==> src/rtl/shift_register_rx_controller.sv <==
// Receive controller that sequences an external serial-in shift register as the datapath of an async serial line.
// Defining PARITY_CHECK_EN adds an even-parity bit after the data bits; the default build has no parity bit.
module shift_register_rx_controller #(
   parameter int WIDTH        = 6,
   parameter int CLKS_PER_BIT = 4
) (
   input  logic             clk,
   input  logic             rst,
   input  logic             ser_in,
   input  logic [0:WIDTH-1] sr_q,
   output logic             sr_en,
   output logic             sr_ser,
   output logic [WIDTH-1:0] data_out,
   output logic             data_valid,
   input  logic             data_ready,
   output logic             frame_err,
   output logic             overrun,
   output logic             parity_err,
   output logic             busy,
   output logic [2:0]       dbg_state_o
);
   localparam int BIT_W = $clog2(WIDTH + 1);
   localparam int CYC_W = $clog2(CLKS_PER_BIT);
   localparam logic [CYC_W-1:0] CYC_LAST = CYC_W'(CLKS_PER_BIT - 1);
   localparam logic [CYC_W-1:0] CYC_HALF = CYC_W'(CLKS_PER_BIT / 2 - 1);
   localparam logic [BIT_W-1:0] BIT_LAST = BIT_W'(WIDTH - 1);

   typedef enum logic [2:0] {
      IDLE      = 3'd0,
      START     = 3'd1,
      SHIFT     = 3'd2,
      PARITY    = 3'd3,
      STOP      = 3'd4,
      HOLD      = 3'd5,
      WAIT_HIGH = 3'd6
   } state_t;

   state_t           state_q;
   logic             sync_q, line_q, line_prev_q;
   logic [CYC_W-1:0] cyc_q, cyc_d;
   logic [BIT_W-1:0] bit_q;
   logic             sr_en_q, sr_ser_q, valid_q, frame_err_q, overrun_q, ovr_seen_q;
   logic [WIDTH-1:0] data_q, sr_word_d;
   logic             tick, line_fall;
`ifdef PARITY_CHECK_EN
   logic             par_q, perr_q, parity_err_q;
`endif

   assign tick      = (cyc_q == CYC_LAST);
   assign cyc_d     = tick ? '0 : cyc_q + CYC_W'(1);
   assign line_fall = line_prev_q & ~line_q;

   // Stage WIDTH-1 holds the first bit shifted in, which becomes the LSB of the word.
   always_comb begin
      sr_word_d = '0;
      for (int i = 0; i < WIDTH; i++) sr_word_d[i] = sr_q[WIDTH-1-i];
   end

   always_ff @(posedge clk or negedge rst) begin
      if (!rst) begin
         sync_q       <= 1'b1;
         line_q       <= 1'b1;
         line_prev_q  <= 1'b1;
         state_q      <= IDLE;
         cyc_q        <= '0;
         bit_q        <= '0;
         sr_en_q      <= 1'b0;
         sr_ser_q     <= 1'b0;
         data_q       <= '0;
         valid_q      <= 1'b0;
         frame_err_q  <= 1'b0;
         overrun_q    <= 1'b0;
         ovr_seen_q   <= 1'b0;
`ifdef PARITY_CHECK_EN
         par_q        <= 1'b0;
         perr_q       <= 1'b0;
         parity_err_q <= 1'b0;
`endif
      end else begin
         sync_q      <= ser_in;
         line_q      <= sync_q;
         line_prev_q <= line_q;
         cyc_q       <= cyc_d;
         sr_en_q     <= 1'b0;
         frame_err_q <= 1'b0;
         overrun_q   <= 1'b0;
`ifdef PARITY_CHECK_EN
         parity_err_q <= 1'b0;
`endif
         case (state_q)
            IDLE: begin
               if (!line_q) begin
                  state_q <= START;
                  cyc_q   <= '0;
               end
            end
            START: begin
               if (cyc_q == CYC_HALF) begin
                  if (line_q) begin
                     state_q <= IDLE;
                  end else begin
                     state_q <= SHIFT;
                     cyc_q   <= '0;
                     bit_q   <= '0;
`ifdef PARITY_CHECK_EN
                     par_q   <= 1'b0;
                     perr_q  <= 1'b0;
`endif
                  end
               end
            end
            SHIFT: begin
               if (tick) begin
                  sr_en_q  <= 1'b1;
                  sr_ser_q <= line_q;
                  bit_q    <= bit_q + BIT_W'(1);
`ifdef PARITY_CHECK_EN
                  par_q    <= par_q ^ line_q;
                  if (bit_q == BIT_LAST) state_q <= PARITY;
`else
                  if (bit_q == BIT_LAST) state_q <= STOP;
`endif
               end
            end
`ifdef PARITY_CHECK_EN
            PARITY: begin
               if (tick) begin
                  if (par_q ^ line_q) begin
                     parity_err_q <= 1'b1;
                     perr_q       <= 1'b1;
                  end
                  state_q <= STOP;
               end
            end
`endif
            STOP: begin
               if (tick) begin
                  if (!line_q) begin
                     frame_err_q <= 1'b1;
                     state_q     <= WAIT_HIGH;
`ifdef PARITY_CHECK_EN
                  end else if (perr_q) begin
                     state_q     <= IDLE;
`endif
                  end else begin
                     data_q      <= sr_word_d;
                     valid_q     <= 1'b1;
                     ovr_seen_q  <= 1'b0;
                     state_q     <= HOLD;
                  end
               end
            end
            // Handshake: data_valid rises with a stable data_out and holds both until an edge
            // sees data_valid & data_ready; data_ready alone has no effect.
            HOLD: begin
               if (line_fall && !ovr_seen_q) overrun_q <= 1'b1;
               if (data_ready) begin
                  valid_q    <= 1'b0;
                  ovr_seen_q <= 1'b0;
                  state_q    <= (ovr_seen_q || line_fall) ? WAIT_HIGH : IDLE;
               end else if (line_fall) begin
                  ovr_seen_q <= 1'b1;
               end
            end
            WAIT_HIGH: begin
               if (line_q) state_q <= IDLE;
            end
            default: state_q <= IDLE;
         endcase
      end
   end

   assign sr_en       = sr_en_q;
   assign sr_ser      = sr_ser_q;
   assign data_out    = data_q;
   assign data_valid  = valid_q;
   assign frame_err   = frame_err_q;
   assign overrun     = overrun_q;
   assign busy        = (state_q != IDLE);
   assign dbg_state_o = state_q;
`ifdef PARITY_CHECK_EN
   assign parity_err  = parity_err_q;
`else
   assign parity_err  = 1'b0;
`endif

endmodule

==> config.mk <==
export PLATFORM = sky130hd
export DESIGN_NAME = shift_register_rx_controller
export DESIGN_NICKNAME = d
export VERILOG_FILES = /design/src/rtl/shift_register_rx_controller.sv
export SDC_FILE = /design/constraint.sdc
export NUM_CORES = 1
export LEC_CHECK = 0
export BUFFER_PORTS_ARGS = -buffer_cell sky130_fd_sc_hd__buf_2
export CAP_MARGIN = 20
export CORE_UTILIZATION = 50
export DETAILED_ROUTE_END_ITERATION = 12
export GPL_TIMING_DRIVEN = 0
export PLACE_DENSITY_LB_ADDON = 0.15
export SYNTH_ARGS = -nofsm -noshare
export SYNTH_HDL_FRONTEND = slang
export SYNTH_SLANG_ARGS = --single-unit
==> constraint.sdc <==
create_clock -name clk -period 3.3 [get_ports clk]
set_input_delay 0.165 -clock clk [delete_from_list [all_inputs] [get_ports clk]]
set_output_delay 0.165 -clock clk [all_outputs]
set_load 0.02 [all_outputs]
==> results_tabular.tex <==
\begin{tabular}{lr}
\hline
Metric & Value \\
\hline
\multicolumn{2}{l}{\textbf{Final layout}} \\
Layout Cells excl Fill & 156 \\
Finished layout cell area & 0.001314 mm2 \\
Share of cells above drive strength 1 & 37.98\% \\
Area growth from synthesis to layout & 18.11\% \\
Count of nets after finishing & 144 \\
Most common cell after layout, fill and taps aside & sky130\_fd\_sc\_hd\_\_buf\_2 \\
Antenna diode count & 0 \\
Top library cells by usage in the layout, fill and taps aside & 26 x sky130\_fd\_sc\_hd\_\_buf\_2, 20 x sky130\_fd\_sc\_hd\_\_dfrtp\_1, 8 x sky130\_fd\_sc\_hd\_\_mux2\_2 \\
\multicolumn{2}{l}{\textbf{Global routing}} \\
Total routing resource utilization after global routing & 18.83\% \\
Maximum number of pins on one net before global-route repair & 24 \\
Number of antenna violations at the first check in global routing & 0 \\
Wire length of the first global-routing pass & 3422 um \\
Total congestion overflow after global routing & 0 \\
Via count of the first global-routing pass & 800 \\
\multicolumn{2}{l}{\textbf{Worst setup path}} \\
Reg-to-reg endpoint & dbg\_state\_o[0]\$\_DFFE\_PN0P\_ \\
Data required time at the worst endpoint & 3.51 ns \\
Register-to-register setup slack & 1.60 ns \\
Path depth of the worst reg2reg path & 5 \\
Kind of launch point of the worst setup path & register \\
R2R Path Start & cyc\_q[0]\$\_DFF\_PN0\_ \\
Largest fanout on the critical path & 4 \\
Data arrival time at the worst-slack endpoint & 1.91 ns \\
Kind of end point of the critical path & register \\
Worst Setup Path Type & reg2reg \\
\multicolumn{2}{l}{\textbf{Yosys}} \\
Synth Net Count & 113 \\
Seq/Total Area, Yosys & 52.08\% \\
Register bit count reported by yosys & 23 \\
Ys Warns & 0 \\
Simple-Gate Fraction of Synth Area & 15.52\% \\
Cells after Synth & 99 \\
Largest family of logic cells by synthesized area & simple AND/OR/NAND/NOR gates \\
Post-synthesis share of cell area spent on full adders, half adders and majority gates & 4.499\% \\
Mean Syn Cell Area & 11.24 um2 \\
Number of distinct library cells after synthesis & 36 \\
Fraction of the mapped netlist area in compound gates & 11.81\% \\
Area of the mapped netlist & 0.001112 mm2 \\
Xor and xnor fraction of the mapped netlist area & 0\% \\
Mux share of post-synthesis cell area & 10.46\% \\
\multicolumn{2}{l}{\textbf{Clocking}} \\
Post-CTS sizing & 0 \\
CTS max path bufs & 2 \\
CTS tree & built \\
Post-CTS setup buffer count & 0 \\
Clock-pin slew of the registers on the worst-case setup and hold paths & 0.13 ns \\
CTS Sinks & 23 \\
Root cell of the clock tree & sky130\_fd\_sc\_hd\_\_clkbuf\_4 \\
Inserted Clock Buffers & 3 \\
Clock latency at the later pin of the worst-skew pair & 0.31 ns \\
H-tree depth & 1 \\
\multicolumn{2}{l}{\textbf{STA}} \\
Accumulated negative setup slack & 0 ns \\
Achievable Freq & 0.5889 GHz \\
Number of hold-slack violations in the final timing report & 0 \\
Skew final & 0.005330 ns \\
Final Critical Period & 1.698 ns \\
Final setup violating endpoints & 0 \\
Unrepaired setup endpoints after global routing & no \\
Ratio of final minimum period to clock period & 51.46\% \\
Max Slew Vio Count & 0 \\
\multicolumn{2}{l}{\textbf{Placement}} \\
Placed Instance Area & 0.001266 mm2 \\
Post-detail-place hpwl & 1471 um \\
Global placer's final weighted congestion & 0.8753 \\
Cell count after placement & 150 \\
I/O Buffers & 24 \\
\multicolumn{2}{l}{\textbf{Min path}} \\
Class of the tightest hold or removal check & in2reg \\
Hold path cells & 2 \\
HP Start & sr\_q[0] \\
Endpoint of the worst hold path & data\_out[5]\$\_DFFE\_PN0P\_ \\
\multicolumn{2}{l}{\textbf{Routing}} \\
Routed length per instance & 12.52 um \\
Final WL & 1953 um \\
Number of antenna-violating nets in the routed design & 0 \\
DR DRC count & 0 \\
Initial detailed-routing violation count & 30 \\
Via density & 5.429 \\
Via count & 847 \\
Pre-Repair DR Iteration Count & 4 \\
\multicolumn{2}{l}{\textbf{Floorplan}} \\
Overall die height & 49.17 um \\
I/O pin count & 26 \\
Die Span X & 49.17 um \\
Core footprint & 0.002022 mm2 \\
Site Rows & 16 \\
Overall die area & 0.002417 mm2 \\
Effective utilization at floorplan & 55.01\% \\
\multicolumn{2}{l}{\textbf{Run status}} \\
Outcome & finished, final reports clean \\
\multicolumn{2}{l}{\textbf{Power and ir drop}} \\
Total power after layout & 1.144 mW \\
Worst supply voltage drop on vdd & 0.4434 mV \\
Static Leak & 0.6228 nW \\
PD cells & 870.6 mW/mm2 \\
\multicolumn{2}{l}{\textbf{Flow run}} \\
Max-cap check violation count & 0 \\
\hline
\end{tabular}
-- power by group --
part / switching (mW) / leakage, nW / internal [mW]
sequential: 0.0678 / 0.283 / 0.383
combinational: 0.318 / 0.322 / 0.244
clock: 0.0855 / 0.0177 / 0.0453
-- per-stage QoR --
step	hold slack (ns)	utilization [%]	worst slack (ns)
floorplan	-0.1306	-	1.775
global placement	0.1557	62.62	1.663
detailed placement	0.1628	62.62	1.610
CTS	0.06126	64.98	1.593
global route	0.07413	64.98	1.465
finish	0.07074	64.98	1.602
-- registers in the layout, indices dropped and copies added (netlist names) --
name,cells
ovr_seen_q,1
frame_err,1
dbg_state_o,3
line_q,1
cyc_q,2
sr_ser,1
sync_q,1
bit_q,3
sr_en,1
overrun,1
line_prev_q,1
data_out,6
data_valid,1
-- worst max-delay path, stage by stage, from the launching register on --
cell and delay (ns):
sky130_fd_sc_hd__dfrtp_1 0.43, sky130_fd_sc_hd__ha_1 0.27, sky130_fd_sc_hd__nand2b_1 0.21, sky130_fd_sc_hd__and3b_1 0.23
sky130_fd_sc_hd__o21bai_1 0.14, sky130_fd_sc_hd__mux2_4 0.32
-- cell families after synthesis --
kind of cell | after synthesis
and+or+nand+nor | 29
DFF | 23
muxes | 10
adders and majority gates | 4
other | 1
AOI/OAI and AO/OA | 20
buffers and inverters | 12
-- Yosys cell counts (all sizes together) --
cell / n / area (um2)
nand3b: 2 / 15.01
a31oi: 1 / 6.260
nand2: 6 / 22.52
a21oi: 5 / 25.02
nand2b: 3 / 26.27
buf: 5 / 32.53
a41o: 1 / 10.01
ha: 4 / 50.05
nand4bb: 1 / 11.26
nor2b: 2 / 12.51
a2111oi: 1 / 15.01
a211o: 1 / 8.760
o22ai: 2 / 12.51
mux2: 10 / 116.4
o221ai: 1 / 8.760
dfstp: 3 / 78.83
or3: 1 / 6.260
nand3: 1 / 5.000
o21ai: 6 / 30.02
conb: 1 / 3.750
nor3b: 2 / 20.02
o21bai: 1 / 7.510
nor4: 1 / 6.260
inv: 7 / 26.27
and3b: 1 / 8.760
nor3: 4 / 20.02
a211oi: 1 / 7.510
nor2: 5 / 18.77
dfrtp: 20 / 500.5
-- metal layers --
metal	part of all wire (%)	GRT usage, %	vias to the layer above
met4	1.5	8.333	0
met2	48	30.14	36
met3	6.6	3.738	5
met1	44	24.64	400
met5	0	0	-
li1	-	-	406
-- worst max path at each step --
stage                               start                    endpoint  slack (ns)  cells past startpoint
3_5_place_dp           cyc_q[0]$_DFF_PN0_  dbg_state_o[0]$_DFFE_PN0P_        1.61                      5
4_1_cts                cyc_q[0]$_DFF_PN0_     data_out[0]$_DFFE_PN0P_        1.59                      5
3_3_place_gp           cyc_q[0]$_DFF_PN0_  dbg_state_o[0]$_DFFE_PN0P_        1.66                      5
2_1_floorplan  dbg_state_o[0]$_DFFE_PN0P_  dbg_state_o[2]$_DFFE_PN0P_        1.78                      5
5_1_grt                cyc_q[0]$_DFF_PN0_     data_out[0]$_DFFE_PN0P_        1.46                      5
6_report               cyc_q[0]$_DFF_PN0_  dbg_state_o[0]$_DFFE_PN0P_        1.60                      5
-- layout make-up --
cell class / count / area [um2]
Clock buffer: 3 / 22.52
Tap cell: 27 / 33.78
Buffer: 5 / 32.53
Clock inverter: 1 / 5.005
Fill cell: 187 / 708.2
Sequential cell: 23 / 579.3
Inverter: 7 / 26.28
Multi-Input combinational cell: 64 / 474.2
Timing Repair Buffer: 26 / 140.1
-- timing repair --
action,CTS,global route
hold endpoints to repair,21,0
hold buffers,2,0
setup endpoints to repair,0,0
Note: power is estimated with default switching activity, not from simulation.
